### src/rtl/hack_alu_pipe_if.sv
// -----------------------------------------------------------------------------
// hack_alu_pipe_if
// Operation/result handshake bundle for hack_alu_pipe.
//   in_valid / in_ready   : operation handshake (producer -> ALU)
//   x, y                  : WIDTH-bit operands
//   zx,nx,zy,ny,f,no      : Hack ALU control bits
//   mul                   : multiply request (used only in the ALU_MUL_EN build)
//   out_valid / out_ready : result handshake (ALU -> consumer)
//   out, zr, ng           : registered result and its flags
// Modports: master = operation producer / result consumer, slave = the ALU.
// -----------------------------------------------------------------------------
interface hack_alu_pipe_if #(
    parameter int WIDTH = 16
);
    logic             in_valid;
    logic             in_ready;
    logic [WIDTH-1:0] x;
    logic [WIDTH-1:0] y;
    logic             zx;
    logic             nx;
    logic             zy;
    logic             ny;
    logic             f;
    logic             no;
    logic             mul;
    logic             out_valid;
    logic             out_ready;
    logic [WIDTH-1:0] out;
    logic             zr;
    logic             ng;

    modport master (
        output in_valid, x, y, zx, nx, zy, ny, f, no, mul, out_ready,
        input  in_ready, out_valid, out, zr, ng
    );

    modport slave (
        input  in_valid, x, y, zx, nx, zy, ny, f, no, mul, out_ready,
        output in_ready, out_valid, out, zr, ng
    );
endinterface

### src/rtl/hack_alu_pipe.sv
// -----------------------------------------------------------------------------
// hack_alu_pipe
// Registered, WIDTH-parametrised Hack ALU with valid/ready handshakes on both
// sides. One non-multiply operation is accepted per cycle; the result and its
// zr/ng flags sit in an output register until the consumer drains them.
//
// Ports:
//   clk : clock, all state changes on the rising edge
//   rst : asynchronous active-high reset
//   bus : hack_alu_pipe_if.slave (operation in, result out; see the interface)
//
// Build option: define ALU_MUL_EN to build the sequential shift-add multiplier
// (MUL state, bit counter, accumulator, operand shift registers). Without it,
// mul is ignored and every operation uses the single-cycle datapath.
//
// WIDTH must be at least 2.
// -----------------------------------------------------------------------------
module hack_alu_pipe #(
    parameter int WIDTH = 16
) (
    input  logic           clk,
    input  logic           rst,
    hack_alu_pipe_if.slave bus
);

    // ---------------------------------------------------------------------
    // Hack datapath: all 64 control combinations fall out of these four
    // steps, there is no special-cased default.
    // ---------------------------------------------------------------------
    logic [WIDTH-1:0] x_zeroed;
    logic [WIDTH-1:0] x_op;
    logic [WIDTH-1:0] y_zeroed;
    logic [WIDTH-1:0] y_op;
    logic [WIDTH-1:0] core_r;
    logic [WIDTH-1:0] alu_res;

    always_comb begin
        x_zeroed = bus.zx ? '0 : bus.x;
        x_op     = bus.nx ? ~x_zeroed : x_zeroed;
        y_zeroed = bus.zy ? '0 : bus.y;
        y_op     = bus.ny ? ~y_zeroed : y_zeroed;
        core_r   = bus.f ? (x_op + y_op) : (x_op & y_op);   // carry discarded
        alu_res  = bus.no ? ~core_r : core_r;
    end

    // ---------------------------------------------------------------------
    // Output register and handshake
    // ---------------------------------------------------------------------
    logic [WIDTH-1:0] out_q;
    logic             zr_q;
    logic             ng_q;
    logic             out_valid_q;
    logic             idle;
    logic             accept;
    logic             drain;

    // A held result blocks new work unless it is being drained on this edge.
    assign bus.in_ready  = !rst && idle && (!out_valid_q || bus.out_ready);
    assign accept        = bus.in_valid && bus.in_ready;
    assign drain         = out_valid_q && bus.out_ready;
    assign bus.out_valid = out_valid_q;
    assign bus.out       = out_q;
    assign bus.zr        = zr_q;
    assign bus.ng        = ng_q;

`ifdef ALU_MUL_EN
    typedef enum logic [0:0] {
        IDLE = 1'b0,
        MUL  = 1'b1
    } state_t;

    localparam int                CNT_W    = $clog2(WIDTH);
    localparam logic [CNT_W-1:0]  CNT_LAST = CNT_W'(WIDTH - 1);

    state_t           state_q;
    logic [WIDTH-1:0] xreg_q;
    logic [WIDTH-1:0] yreg_q;
    logic [WIDTH-1:0] acc_q;
    logic [WIDTH-1:0] acc_d;
    logic [CNT_W-1:0] cnt_q;

    assign idle  = (state_q == IDLE);
    // Partial product including the current multiplier bit; on the last step
    // this is the finished product, so it is loaded straight into out_q.
    assign acc_d = acc_q + (yreg_q[0] ? xreg_q : '0);

    always_ff @(posedge clk or posedge rst) begin
        if (rst) begin
            state_q     <= IDLE;
            out_q       <= '0;
            zr_q        <= 1'b1;
            ng_q        <= 1'b0;
            out_valid_q <= 1'b0;
            xreg_q      <= '0;
            yreg_q      <= '0;
            acc_q       <= '0;
            cnt_q       <= '0;
        end else begin
            case (state_q)
                IDLE: begin
                    if (accept) begin
                        if (bus.mul) begin
                            xreg_q      <= bus.x;
                            yreg_q      <= bus.y;
                            acc_q       <= '0;
                            cnt_q       <= '0;
                            out_valid_q <= 1'b0;
                            state_q     <= MUL;
                        end else begin
                            out_q       <= alu_res;
                            zr_q        <= (alu_res == '0);
                            ng_q        <= alu_res[WIDTH-1];
                            out_valid_q <= 1'b1;
                        end
                    end else if (drain) begin
                        out_valid_q <= 1'b0;
                    end
                end
                MUL: begin
                    // Control bits are ignored here; low WIDTH bits of x*y
                    // are identical for signed and unsigned operands.
                    acc_q  <= acc_d;
                    xreg_q <= xreg_q << 1;
                    yreg_q <= yreg_q >> 1;
                    cnt_q  <= cnt_q + CNT_W'(1);
                    if (cnt_q == CNT_LAST) begin
                        out_q       <= acc_d;
                        zr_q        <= (acc_d == '0);
                        ng_q        <= acc_d[WIDTH-1];
                        out_valid_q <= 1'b1;
                        state_q     <= IDLE;
                    end
                end
                default: state_q <= IDLE;
            endcase
        end
    end
`else
    // Single-state machine: the block is always idle.
    assign idle = 1'b1;

    logic unused_mul;
    assign unused_mul = bus.mul;

    always_ff @(posedge clk or posedge rst) begin
        if (rst) begin
            out_q       <= '0;
            zr_q        <= 1'b1;
            ng_q        <= 1'b0;
            out_valid_q <= 1'b0;
        end else begin
            if (accept) begin
                out_q       <= alu_res;
                zr_q        <= (alu_res == '0);
                ng_q        <= alu_res[WIDTH-1];
                out_valid_q <= 1'b1;
            end else if (drain) begin
                out_valid_q <= 1'b0;
            end
        end
    end
`endif

endmodule

### src/flat_wrapper.sv
// flat-port wrapper written by rule: the top's interface ports become plain ports
module hack_alu_pipe_flat 
#(
    parameter int WIDTH = 16
)
  (clk, rst, bus_in_valid, bus_x, bus_y, bus_zx, bus_nx, bus_zy, bus_ny, bus_f, bus_no, bus_mul, bus_out_ready, bus_in_ready, bus_out_valid, bus_out, bus_zr, bus_ng);
  hack_alu_pipe_if #(.WIDTH(WIDTH)) bus_i ();
  input  logic clk;
  input  logic rst;
  input wire logic [$bits(bus_i.in_valid)-1:0] bus_in_valid;
  input wire logic [$bits(bus_i.x)-1:0] bus_x;
  input wire logic [$bits(bus_i.y)-1:0] bus_y;
  input wire logic [$bits(bus_i.zx)-1:0] bus_zx;
  input wire logic [$bits(bus_i.nx)-1:0] bus_nx;
  input wire logic [$bits(bus_i.zy)-1:0] bus_zy;
  input wire logic [$bits(bus_i.ny)-1:0] bus_ny;
  input wire logic [$bits(bus_i.f)-1:0] bus_f;
  input wire logic [$bits(bus_i.no)-1:0] bus_no;
  input wire logic [$bits(bus_i.mul)-1:0] bus_mul;
  input wire logic [$bits(bus_i.out_ready)-1:0] bus_out_ready;
  output wire logic [$bits(bus_i.in_ready)-1:0] bus_in_ready;
  output wire logic [$bits(bus_i.out_valid)-1:0] bus_out_valid;
  output wire logic [$bits(bus_i.out)-1:0] bus_out;
  output wire logic [$bits(bus_i.zr)-1:0] bus_zr;
  output wire logic [$bits(bus_i.ng)-1:0] bus_ng;
  assign bus_i.in_valid = bus_in_valid;
  assign bus_i.x = bus_x;
  assign bus_i.y = bus_y;
  assign bus_i.zx = bus_zx;
  assign bus_i.nx = bus_nx;
  assign bus_i.zy = bus_zy;
  assign bus_i.ny = bus_ny;
  assign bus_i.f = bus_f;
  assign bus_i.no = bus_no;
  assign bus_i.mul = bus_mul;
  assign bus_i.out_ready = bus_out_ready;
  assign bus_in_ready = bus_i.in_ready;
  assign bus_out_valid = bus_i.out_valid;
  assign bus_out = bus_i.out;
  assign bus_zr = bus_i.zr;
  assign bus_ng = bus_i.ng;
  hack_alu_pipe #(.WIDTH(WIDTH)) u_core (.clk(clk), .rst(rst), .bus(bus_i));
endmodule
### config.mk
export PLATFORM = sky130hd
export DESIGN_NAME = hack_alu_pipe_flat
export DESIGN_NICKNAME = d
export VERILOG_FILES = /design/src/rtl/hack_alu_pipe_if.sv /design/src/rtl/hack_alu_pipe.sv /design/src/flat_wrapper.sv
export SDC_FILE = /design/constraint.sdc
export NUM_CORES = 1
export LEC_CHECK = 0
export ABC_AREA = 1
export BUFFER_PORTS_ARGS = -buffer_cell sky130_fd_sc_hd__buf_2
export CAP_MARGIN = 20
export CORE_UTILIZATION = 55
export DETAILED_ROUTE_END_ITERATION = 10
export PLACE_DENSITY = 0.79
export SLEW_MARGIN = 0
export SYNTH_ARGS = -nofsm -noshare
export SYNTH_HDL_FRONTEND = slang
export SYNTH_SLANG_ARGS = --single-unit
### constraint.sdc
create_clock -name clk -period 2.5 [get_ports clk]
set_clock_uncertainty 0.1 [all_clocks]
set_input_delay 0.5 -clock clk [delete_from_list [all_inputs] [get_ports clk]]
set_output_delay 0.5 -clock clk [all_outputs]
set_load 0.02 [all_outputs]
==> flow_metrics.py <==
metrics = {
    "critical_path": {
        "path_buf_inv": 3,
        "slowest_stage": "fa_2",
        "path_delay_family": "simple AND/OR/NAND/NOR gates",
        "crit_type": "in2reg",
        "cp_cell_sequence": "buf_6, clkinvlp_4, buf_6, nand2_4, xnor2_2, ha_2, fa_2, nand2_2, nand2_4, nand3_4, nand2_2, nand2_1, nand3_1, nand3_1, nand3_1, nand2_1, nand2_1, nor2_1, nand3_1, nand2_1",
        "cp.arrival_ns": 2.71,
        "startpoint_type": "input port",
        "crit_fanout": 4,
        "cp_data_required_time_ns": 2.60,
        "cpPeakStageDelay_ns": 0.43,
        "crit_path_end_kind": "flop",
    },
    "drt": {
        "first_iter_violations": 230,
        "remaining_drc_errors": 0,
        "drt_pre_antenna_iters": 4,
        "antenna_left": 0,
        "routed_wl_um": 7630,
        "vias": 3334,
        "wl_per_cell_um": 11.7,
        "via_per_inst": 5.13,
    },
    "layout": {
        "syn2layout_area_growth_pct": 42.1,
        "finalCoreUtilization_pct": 81.5,
        "layout.cells.non_filler": 650,
        "multi_input_area_um2": 2210,
        "mostFrequentLayoutCell": "nand2_1",
        "regArea_um2": 452,
        "diodes": 0,
        "fin_nets": 644,
        "fillCellCount": 308,
        "mostFrequentLayoutCells": "nand2_1, inv_1, buf_2",
        "layout-drive-gt1-share_pct": 32.2,
    },
    "power_and_ir_drop": {
        "clock_power_share_pct": 11.5,
        "p_per_area_nw_per_um2": 523,
        "combPwrFrac_pct": 69.4,
        "p_leak_uw": 0.00221,
        "peakVddDrop_v": 0.000244,
        "swShare_pct": 46.0,
        "switching_power_uw": 927,
        "p_int_uw": 1090,
        "seqPwrFrac_pct": 19.0,
    },
    "cts": {
        "cts_sinks": 18,
        "clock_path_buffers": 2,
        "numCtsBuffers": 3,
        "root_buffer": "clkbuf_8",
        "cts.htree.levels": 1,
        "clkTransAtPathRegs_ns": 0.07,
        "postCtsHoldBufs": 0,
        "cts_tree": "built",
        "clk_latency_ns": 0.25,
    },
    "sta": {
        "layout_min_cycle_time_ns": 2.61,
        "hold_violations": 0,
        "setup_viol": 2,
        "slew-limit-headroom_pct": 58.8,
        "setup_slack_ns": -0.109,
        "finalMaxSlewViolations": 0,
        "post-route-period-util_pct": 104,
        "fmax_ghz": 0.383,
        "worst_pin_slew_ns": 0.617,
        "rsz0062_at_grt": "true",
    },
    "floorplan": {
        "ios": 63,
        "core_um2": 4720,
        "rows": 25,
        "die_area_um2": 5210,
        "start_util_pct": 57.4,
        "die_y_um": 72.2,
        "die-width_um": 72.2,
    },
    "global_routing": {
        "antenna_found_initial": 0,
        "grt-ovfl-total": 0,
        "grt_max_degree": 26,
        "grt_pass1_vias": 2939,
        "grt_usage_pct": 27.8,
        "grt_pass1_wl_um": 11800,
    },
    "placed_design": {
        "port_buffers": 61,
        "dp.cells": 640,
        "post-dp-hpwl_um": 5350,
        "gp_congestion": 0.850,
    },
    "synth": {
        "yosysTopAreaCellShare_pct": 26.5,
        "syn_area_per_cell_um2": 5.66,
        "syn_area_um2": 2710,
        "yosysTopAreaCell": "nand2_1",
        "synth_seq_area_share_pct": 16.7,
        "synth_edf_count": 0,
        "synth_ff_type": "dfrtp_1",
        "async_flop_share_pct": 100,
        "synth-seq-cells": 18,
        "synth_cell_types": 27,
        "synth_cells": 479,
        "ys_warn_count": 0,
        "synth_area_leaders": "nand2_1, dfrtp_1, nand3_1",
        "synth_nets": 539,
    },
    "job": {
        "drv_cap": 0,
    },
    "status": {
        "failed_checks": "negative setup slack",
        "status": "complete, but fails checks",
    },
    "hold_path": {
        "min_path_type": "in2async",
    },
}
synthesized netlist by cell type, types with 4 or more instances:
cell,instances
a21oi_1,13
buf_2,8
clkbuf_1,6
dfrtp_1,17
ha_1,16
inv_1,74
nand2_1,191
nand2_2,6
nand3_1,64
nand3_2,4
nor2_1,19
o21ai_0,11
xor2_1,32
path summary, 6_finish.rpt:
| check | start | to | slack [ns] | depth (start not counted) |
|---|---|---|---|---|
| max in group asynchronous | rst | u_core.bus.out[0] | 1.67 | 2 |
| hold / removal | rst | u_core.bus.out[9] | 0.23 | 2 |
| setup reg to reg | u_core.bus.out_valid | u_core.bus.zr | 0.88 | 11 |
| setup / recovery | bus_zy | u_core.bus.zr | -0.11 | 20 |
| min in group clk | u_core.bus.zr | u_core.bus.zr | 0.37 | 2 |
| hold reg to reg | u_core.bus.zr | u_core.bus.zr | 0.37 | 2 |
per-stage QoR:
step                power [uW]  hold slack, ns  cell area [um2]  TNS [ns]  worst slack [ns]
floorplan                 1160           0.338             2790   -0.0914           -0.0914
global placement          1490           0.355             3440     -2.15            -0.325
detailed placement        1530           0.354             3440     -3.19            -0.437
CTS                       1870           0.251             3680   -0.0265           -0.0265
global route              2160           0.301             3850     -1.16            -0.298
finish                    2020           0.227             3850    -0.170            -0.109
timing repair:
item,in CTS,in global routing
buffers inserted,2,4
gates cloned,0,0
endpoints found under the hold margin,0,0
resized for setup,24,37
endpoints found under the setup margin,6,12
pin swaps,4,16
power groups by stage:
stage	Combinational, uW	Sequential, uW	Clock (uW)
finish	1400	383	233
global route	1530	389	242
CTS	1250	384	234
detailed placement	1140	389	0
global placement	1110	385	0
floorplan	694	468	0
layer usage:
metal | global-route usage [%] | vias up | share of wire, % | wire length [um]
met1 | 33.0 | 1463 | 41 | 3160
met2 | 51.0 | 158 | 48 | 3700
met3 | 1.67 | 29 | 6.6 | 501
met4 | 13.3 | 0 | 3.6 | 274
li1 | - | 1684 | - | -
met5 | 0 | - | 0 | 0
cell type report:
class | count | area share, %
Sequential cell | 18 | 11.7
Clock buffer | 4 | 1.43
Multi-Input combinational cell | 369 | 57.3
Timing Repair Buffer | 116 | 19.8
Inverter | 76 | 7.57
Tap cell | 67 | 2.18
sequential cells by signal, indices dropped and copies added, names as in the netlist:
signal	flops
u_core.bus.out	15
u_core.bus.zr	1
u_core.bus.ng	1
u_core.bus.out_valid	1
worst register-to-register path, cell delays in order (launching register included):
cell,delay [ns]
dfrtp_1,0.40
a21oi_2,0.15
nand2_1,0.12
nor2_1,0.17
nand2_1,0.07
nor2_1,0.09
nand3_1,0.07
nor2_1,0.10
nand3_1,0.08
nor2_1,0.09
nand3_1,0.07
nand2_1,0.07
cell families (layout without fill, tap and decap cells):
group | Yosys count | in the layout | share of synthesized area [%]
flops | 18 | 18 | 16.7
fa+ha+maj | 17 | 17 | 8.13
buf+inv | 92 | 196 | 13.5
compound gates | 28 | 28 | 5.63
simple gates | 291 | 291 | 45.4
xor+xnor | 33 | 33 | 10.7
(Power assumes the default switching activity.)
